$ cat config.mk
export PLATFORM = sky130hd
export DESIGN_NAME = line_bank_sched
export DESIGN_NICKNAME = d
export VERILOG_FILES = /design/src/rtl/line_bank_sched.sv
export SDC_FILE = /design/constraint.sdc
export NUM_CORES = 1
export LEC_CHECK = 0
export ABC_AREA = 1
export BUFFER_PORTS_ARGS = -buffer_cell sky130_fd_sc_hd__buf_2
export CAP_MARGIN = 40
export CORE_UTILIZATION = 55
export DETAILED_ROUTE_END_ITERATION = 6
export GPL_ROUTABILITY_DRIVEN = 0
export PLACE_DENSITY = 0.85
export SLEW_MARGIN = 20
export SYNTH_ARGS = -nofsm -noshare
export SYNTH_HDL_FRONTEND = slang
export SYNTH_SLANG_ARGS = --single-unit
$ cat constraint.sdc
create_clock -name clk -period 6.1 [get_ports clk]
set_input_delay 1.22 -clock clk [delete_from_list [all_inputs] [get_ports clk]]
set_output_delay 1.22 -clock clk [all_outputs]
set_load 0.02 [all_outputs]
$ cat src/rtl/line_bank_sched.sv
// Line-bank scheduler: rotates input/output line-RAM bank pointers for a vertical interpolator.
// Optional saturating drop counter on port errCnt when LBS_ERR_CNT_EN is defined.
module line_bank_sched #(
    parameter int unsigned BANK_W = 2
) (
    input  logic              clk,
    input  logic              rst,
    input  logic              frmStart,
    input  logic              wrLineDone,
    input  logic              wrLast,
    input  logic              rdAdvance,
    input  logic              rdFrameDone,
    output logic [BANK_W-1:0] wrBank,
    output logic [BANK_W-1:0] rdBankTop,
    output logic [BANK_W-1:0] rdBankBot,
    output logic              rdValid,
    output logic              inStall,
    output logic [BANK_W:0]   fillCnt,
    output logic [1:0]        state,
    output logic              ovfErr,
    output logic              udfErr
`ifdef LBS_ERR_CNT_EN
    ,
    output logic [7:0]        errCnt
`endif
);

    localparam int unsigned NBANK = 1 << BANK_W;
    localparam logic [BANK_W:0] FULL = NBANK[BANK_W:0];
    localparam logic [BANK_W:0] ONE  = (BANK_W+1)'(1);
    localparam logic [BANK_W:0] TWO  = (BANK_W+1)'(2);

    typedef enum logic [1:0] {
        IDLE  = 2'd0,
        FILL  = 2'd1,
        RUN   = 2'd2,
        FLUSH = 2'd3
    } state_t;

    state_t            state_q, state_d;
    logic [BANK_W-1:0] wr_bank_q, wr_bank_d;
    logic [BANK_W-1:0] top_q, top_d;
    logic [BANK_W-1:0] bot_q, bot_d;
    logic [BANK_W:0]   fill_q, fill_d;
    logic              valid_q, valid_d;
    logic              stall_q, stall_d;
    logic              ovf_q, ovf_d;
    logic              udf_q, udf_d;
    logic              wr_open, wr_acc, wr_ovf, rd_acc, rd_udf;

    always_comb begin
        state_d   = state_q;
        wr_bank_d = wr_bank_q;
        top_d     = top_q;
        fill_d    = fill_q;
        ovf_d     = ovf_q;
        udf_d     = udf_q;

        // Acceptance is judged on pre-update occupancy so a simultaneous
        // write/read pair at full still lets the read through.
        wr_open = (state_q == FILL) || (state_q == RUN);
        wr_acc  = wrLineDone && wr_open && (fill_q != FULL);
        wr_ovf  = wrLineDone && wr_open && (fill_q == FULL);
        rd_acc  = rdAdvance && (((state_q == RUN) && (fill_q >= TWO)) ||
                                ((state_q == FLUSH) && (fill_q >= ONE)));
        rd_udf  = rdAdvance && !rd_acc;

        if (wr_acc) wr_bank_d = wr_bank_q + BANK_W'(1);
        if (rd_acc) top_d = top_q + BANK_W'(1);
        fill_d = fill_q + (BANK_W+1)'(wr_acc) - (BANK_W+1)'(rd_acc);
        if (wr_ovf) ovf_d = 1'b1;
        if (rd_udf) udf_d = 1'b1;

        unique case (state_q)
            FILL: begin
                if (wr_acc && wrLast)   state_d = FLUSH;
                else if (fill_d >= TWO) state_d = RUN;
            end
            RUN:     if (wr_acc && wrLast) state_d = FLUSH;
            FLUSH:   if (rdFrameDone)      state_d = IDLE;
            default: ;
        endcase

        if (frmStart) begin
            state_d   = FILL;
            wr_bank_d = '0;
            top_d     = '0;
            fill_d    = '0;
            ovf_d     = 1'b0;
            udf_d     = 1'b0;
        end

        // Last line of the frame is replicated as its own lower neighbour.
        bot_d   = ((state_d == FLUSH) && (fill_d == ONE)) ? top_d : top_d + BANK_W'(1);
        valid_d = ((state_d == RUN) && (fill_d >= TWO)) ||
                  ((state_d == FLUSH) && (fill_d >= ONE));
        stall_d = (fill_d == FULL);
    end

    always_ff @(posedge clk) begin
        if (rst) begin
            state_q   <= IDLE;
            wr_bank_q <= '0;
            top_q     <= '0;
            bot_q     <= BANK_W'(1);
            fill_q    <= '0;
            valid_q   <= 1'b0;
            stall_q   <= 1'b0;
            ovf_q     <= 1'b0;
            udf_q     <= 1'b0;
        end else begin
            state_q   <= state_d;
            wr_bank_q <= wr_bank_d;
            top_q     <= top_d;
            bot_q     <= bot_d;
            fill_q    <= fill_d;
            valid_q   <= valid_d;
            stall_q   <= stall_d;
            ovf_q     <= ovf_d;
            udf_q     <= udf_d;
        end
    end

    assign state     = state_q;
    assign wrBank    = wr_bank_q;
    assign rdBankTop = top_q;
    assign rdBankBot = bot_q;
    assign fillCnt   = fill_q;
    assign rdValid   = valid_q;
    assign inStall   = stall_q;
    assign ovfErr    = ovf_q;
    assign udfErr    = udf_q;

`ifdef LBS_ERR_CNT_EN
    logic [7:0] err_cnt_q, err_cnt_d;
    logic [8:0] err_sum;

    always_comb begin
        err_sum   = {1'b0, err_cnt_q} + 9'(wr_ovf) + 9'(rd_udf);
        err_cnt_d = (err_sum > 9'd255) ? 8'hFF : err_sum[7:0];
        if (frmStart) err_cnt_d = '0;
    end

    always_ff @(posedge clk) begin
        if (rst) err_cnt_q <= '0;
        else     err_cnt_q <= err_cnt_d;
    end

    assign errCnt = err_cnt_q;
`endif

endmodule
### Yosys cells after proc, flatten, opt, wreduce, memory -nomap -nowiden

Index checks and enable logic that the tools add are counted.
Widths: inputs -> output; s select.

* flip-flop bits (word level): 15
* latch bits: 0
* memory bits (writable): 0
* ROM bits: 0
* bits of input ports: 7
* word-level logic and storage cells: 54
* memories kept: 0

* $add $sub $neg: 5
* $mul: 0
* divide/modulo/power cells: 0
* $lt $le $gt $ge: 5
* eq/ne operators: 9
* shift-type cells: 0
* muxes and demuxes: 10
* bitwise operators: 0
* reduce and logical (&&, ||, !) cells: 16

Operator list (count)
* $mux 2: 8
* $logic_and 1x1->1: 11
* $ge 3x2->1 const B: 3
* $eq 2x2->1 const B: 4
* $add 2x1->2 const B: 3
* $eq 3x3->1 const B: 2
* $ge 3x1->1 const B: 2
* $pmux 2 s3: 1
* $add 3x1->3: 1
* $eq 3x1->1 const B: 1
* $logic_or 1x1->1: 3
* $mux 3: 1
* $ne 3x3->1 const B: 1
* $sub 3x1->3: 1
* $eq 2x1->1 const B: 1
* $reduce_or 2->1: 1
* $logic_not 1->1: 1

### Logic depth before layout (Yosys ltp)

* depth after elaboration: 14
* mapped depth: 24
* depth with buffers taken out: 24

### Worst setup path before layout

OpenSTA, ideal clock, no wires.

* path type: input -> register
* start point: input port wrLineDone
* end point: register bot_q[0], in the netlist rdBankBot[0]
* arrival: 3.013 ns
* required time: 5.980 ns
* slack: 2.967 ns
* stages: 18
* buffers on the path: 0
* cells stage by stage: nand2_1 inv_1 nand2_4 ha_1 inv_1 ha_1 inv_1 fa_1 inv_1 nand2_1 nand2_1 nand3_1 nand2_1 nand2_1 a21oi_4 nand2_2 nand2_1 nand3_1

* word-level cells in the longest chain between the ends: 12

RTL lines
* start, declared: RTL line 9 `input logic wrLineDone,`
* $logic_and 1x1->1 * (2 in a row): RTL line 62 `wr_acc = wrLineDone && wr_open && (fill_q != FULL);`
* $add 3x1->3: RTL line 70 `fill_d = fill_q + (BANK_W+1)'(wr_acc) - (BANK_W+1)'(rd_acc);`
* $sub 3x1->3: RTL line 70
* $ge 3x2->1: RTL line 77 `else if (fill_d >= TWO) state_d = RUN;`
* $mux 2: RTL line 77
* $mux 2: RTL line 76 `if (wr_acc && wrLast) state_d = FLUSH;`
* $pmux 2 s3: RTL line 74 `unique case (state_q)`
* $mux 2: RTL line 84 `if (frmStart) begin`
* $eq 2x2->1: RTL line 94 `bot_d = ((state_d == FLUSH) && (fill_d == ONE)) ? top_d : top_d + BANK_W'(1);`
* $logic_and 1x1->1 *: RTL line 94
* $mux 2 *: RTL line 94
* end signal, assigned: RTL line 115 `bot_q <= bot_d;`
* end, declared: RTL line 43 `logic [BANK_W-1:0] bot_q, bot_d;`

Mark *: on every way between the ends. The rest lies on a longest branch, timed or not.
A chain may end at the register's enable or synchronous reset.

### Worst setup path after layout

Same ends and word-level chain as after synthesis.

==> Implementation_results.wiki <==
{| class="wikitable"
! Metric !! Value
|-
| Sequential cell area fraction in the yosys report || 0.337
|-
| Setup bufs post-CTS || 0
|-
| Number of instances in the synthesized netlist || 122
|-
| Number of enable-type register cells in the synthesized netlist || 0
|-
| Clock slew at the register clock pins of the worst setup and hold paths || 0.09 ns
|-
| Number of global-route vias before repair || 717
|-
| Slew @ Worst Pin || 0.252 ns
|-
| Placed Cells incl. Taps || 159
|-
| Final setup vio count || 0
|-
| Fraction of synthesis flops using an asynchronous set or reset pin || 0
|-
| Port-buffer cells || 21
|-
| Area of the mapped netlist || 891 µm²
|-
| Proportion of netlist area held by the largest area contributor || 0.337
|-
| Total nets after synthesis || 137
|-
| Maximum clock insertion buffer count || 2
|-
| Worst-case reg-to-reg path depth || 22
|-
| Number of diodes || 0
|-
| Source of the critical timing path || wrLineDone
|-
| Data arrival time of the critical path || 3.25 ns
|-
| Post-synth top area cell || sky130_fd_sc_hd__dfxtp_1
|-
| Post-layout nets || 163
|-
| Critical R2R Launch || fillCnt[1]
|-
| Post-Route Skew || 0.00236 ns
|-
| DP Wirelength || between 1000 and 1500 µm
|-
| Met2 WL post-DR || around 810 µm
|-
| Number of register bits inferred by synthesis || 15
|-
| Endpoint required time on the critical path || 6.28 ns
|-
| Biggest fanout along the worst timing path || 4
|-
| Hold Buf Count CTS || 0
|-
| Min Tclk post-route || 3.08 ns
|-
| Pins Over Slew Limit || 0
|-
| Residual antenna-violating net count after detailed routing || 0
|-
| Starting Density || 0.591
|-
| Core region area || about 0.0015 mm²
|-
| Top layer used by detailed routing || met4
|-
| Count of cell types in the netlist || 20
|-
| Routed wire length || 1620 µm
|-
| Most prevalent standard cell on the critical path || sky130_fd_sc_hd__nand2_1
|-
| Clock root buffer || sky130_fd_sc_hd__clkbuf_4
|-
| Path category of the worst min-delay check || register to register
|-
| Fraction of layout instances using a drive strength above 1 || 0.293
|-
| FF-to-FF setup slack || 3.21 ns
|-
| Number of buffers created by CTS || 3
|-
| Most area-consuming cells after synthesis || sky130_fd_sc_hd__dfxtp_1 (34%), sky130_fd_sc_hd__inv_1 (11%), sky130_fd_sc_hd__nand2_1 (11%)
|-
| Crit share post-route || 0.505
|-
| Pleak || 0.589 nW
|-
| Setup tns final || 0 ns
|-
| Maximum number of pins on one net before global-route repair || 10
|-
| Clock tree from TritonCTS || yes
|-
| IR drop worst, VDD || 104 µV
|-
| Timing-limited maximum frequency || about 320 MHz
|-
| Worst setup path end || rdBankBot[0]
|-
| First drt pass iteration count || 4
|-
| List of cells traversed by the critical path || buf_2 > nand2_1 > inv_1 > nand2_4 > ha_1 > inv_1 > ha_1 > inv_1 > fa_1 > inv_1 > nand2_1 > nand2_1 > nand3_1 > nand2_1 > nand2_1 > a21oi_4 > nand2_2 > nand2_1 > nand3_1
|-
| Slowest-stage cell, CP || sky130_fd_sc_hd__fa_1
|-
| Destination of the worst register-to-register timing path || rdBankBot[0]
|-
| Power density over the cells || 171 mW/mm²
|-
| Synth warnings || 0
|-
| Max-cap check violation count || 0
|-
| Std-Cell Rows || 14
|-
| Wire length of the first global-routing pass || 2900 µm
|-
| Number of antenna violations at the first check in global routing || 0
|-
| Total via count after detailed routing || ~780
|-
| Maximum cell stage delay along the critical path || around 0.4 ns
|-
| Floorplan die area || ~0.0018 mm²
|-
| Routed length on met1 || 721 µm
|-
| Post-synthesis to final-layout area growth || 17.1%
|-
| Die X || about 42 µm
|-
| Non-filler cells, final || around 160
|-
| Die Span Y || 42.2 µm
|-
| Vias per cell || 4.79
|-
| Grt total ovfl || 0
|-
| Total count of hold-check failures in the final report || 0
|-
| Nature of the critical path startpoint || input pin
|-
| TritonCTS sink count || 15
|-
| Top FF cell, synth || sky130_fd_sc_hd__dfxtp_1
|-
| 1st-iter DRT viols || 7
|-
| Tot GR Track Use || 0.210
|-
| PostCTS Resize Cnt || 0
|-
| Clock latency of the later-clocked register in the worst-skew pair || 0.28 ns
|-
| Residual DRC || 0
|-
| Worst slew margin relative to its limit || 0.830
|-
| Status || complete, no violations
|-
| Met3 wirelength from detailed routing || 75 µm
|-
| Setup repair after global routing missed its margin || false
|-
| Most instantiated cells after synthesis || sky130_fd_sc_hd__inv_1 (26), sky130_fd_sc_hd__nand2_1 (26), sky130_fd_sc_hd__dfxtp_1 (15)
|-
| H-tree Lvls || 1
|-
| Mean instance size in the synthesized netlist || ~7.3 µm²
|-
| Category of the critical setup timing path || input pin to register
|-
| Count of pins on the block boundary || 22
|-
| Worst setup EP type || register
|-
| Wire length per cell after detailed routing || 9.91 µm
|}
## sequential cells by signal, indices dropped and copies added, names as in the netlist
name	count
fillCnt	3
inStall	1
ovfErr	1
rdBankBot	2
rdBankTop	2
rdValid	1
state	2
udfErr	1
wrBank	2
## worst max-delay path, delay by kind of cell
family / cells / cell delay [ns]
adders and majority gates: 3 / 0.81
and+or+nand+nor: 10 / 0.71
buffers and inverters: 5 / 0.34
AOI/OAI and AO/OA: 1 / 0.17
## per-stage QoR
stage          setup WS (ns)  power [W]  area (µm²)  utilization  hold WS [ns]
2_1_floorplan           2.97   0.000117         891            -         0.526
3_3_place_gp            2.80   0.000123        1020        0.674         0.434
3_5_place_dp            2.71   0.000124        1020        0.674         0.446
4_1_cts                 3.02   0.000181        1040        0.693         0.461
5_1_grt                 2.81   0.000188        1040        0.693         0.485
6_report                3.02   0.000178        1040        0.693         0.456
## area by class of cell
class / count / area [µm²]
clock buffers: 3 / 22.5
multi-input cells: 79 / 485
clock inverters: 1 / 5.00
repair buffers: 21 / 105
fillers: 125 / 463
well taps: 16 / 20.0
flip-flops and latches: 15 / 300
inverters: 28 / 105
## per-layer routing
| layer | global-route usage | vias to the layer above |
|---|---|---|
| met5 | 0 | - |
| met4 | 0.0563 | 0 |
| met3 | 0.0388 | 2 |
| met2 | 0.388 | 23 |
| met1 | 0.245 | 339 |
| li1 | - | 417 |
## where the power goes
group	total [W]	leakage, nW	internal, W	switching, W
clock	0.0000571	0.0177	0.0000243	0.0000328
sequential	0.000100	0.121	0.0000992	0.00000125
combinational	0.0000208	0.449	0.00000723	0.0000136
## kinds of logic after synthesis
| family | share of synthesized area |
|---|---|
| compound gates | 0.0520 |
| xor+xnor | 0.00983 |
| fa+ha+maj | 0.121 |
| buf+inv | 0.118 |
| flops | 0.337 |
| simple gates | 0.362 |
## how the worst min path moves through the flow
stage,depth (start not counted),endpoint,start
finish,2,udfErr,udfErr
global route,2,udfErr,udfErr
CTS,2,udfErr,udfErr
detailed placement,2,udfErr,udfErr
global placement,2,ovfErr,ovfErr
floorplan,2,ovfErr,ovfErr
## cell usage in the layout, fill, tap and decap left out, types with 4 or more instances in the layout
master	count
sky130_fd_sc_hd__a21oi_1	4
sky130_fd_sc_hd__buf_2	21
sky130_fd_sc_hd__dfxtp_1	15
sky130_fd_sc_hd__ha_1	7
sky130_fd_sc_hd__inv_1	26
sky130_fd_sc_hd__nand2_1	26
sky130_fd_sc_hd__nand2_2	6
sky130_fd_sc_hd__nand3_1	8
sky130_fd_sc_hd__nor2_1	10
Note: power is estimated with default switching activity, not from simulation.
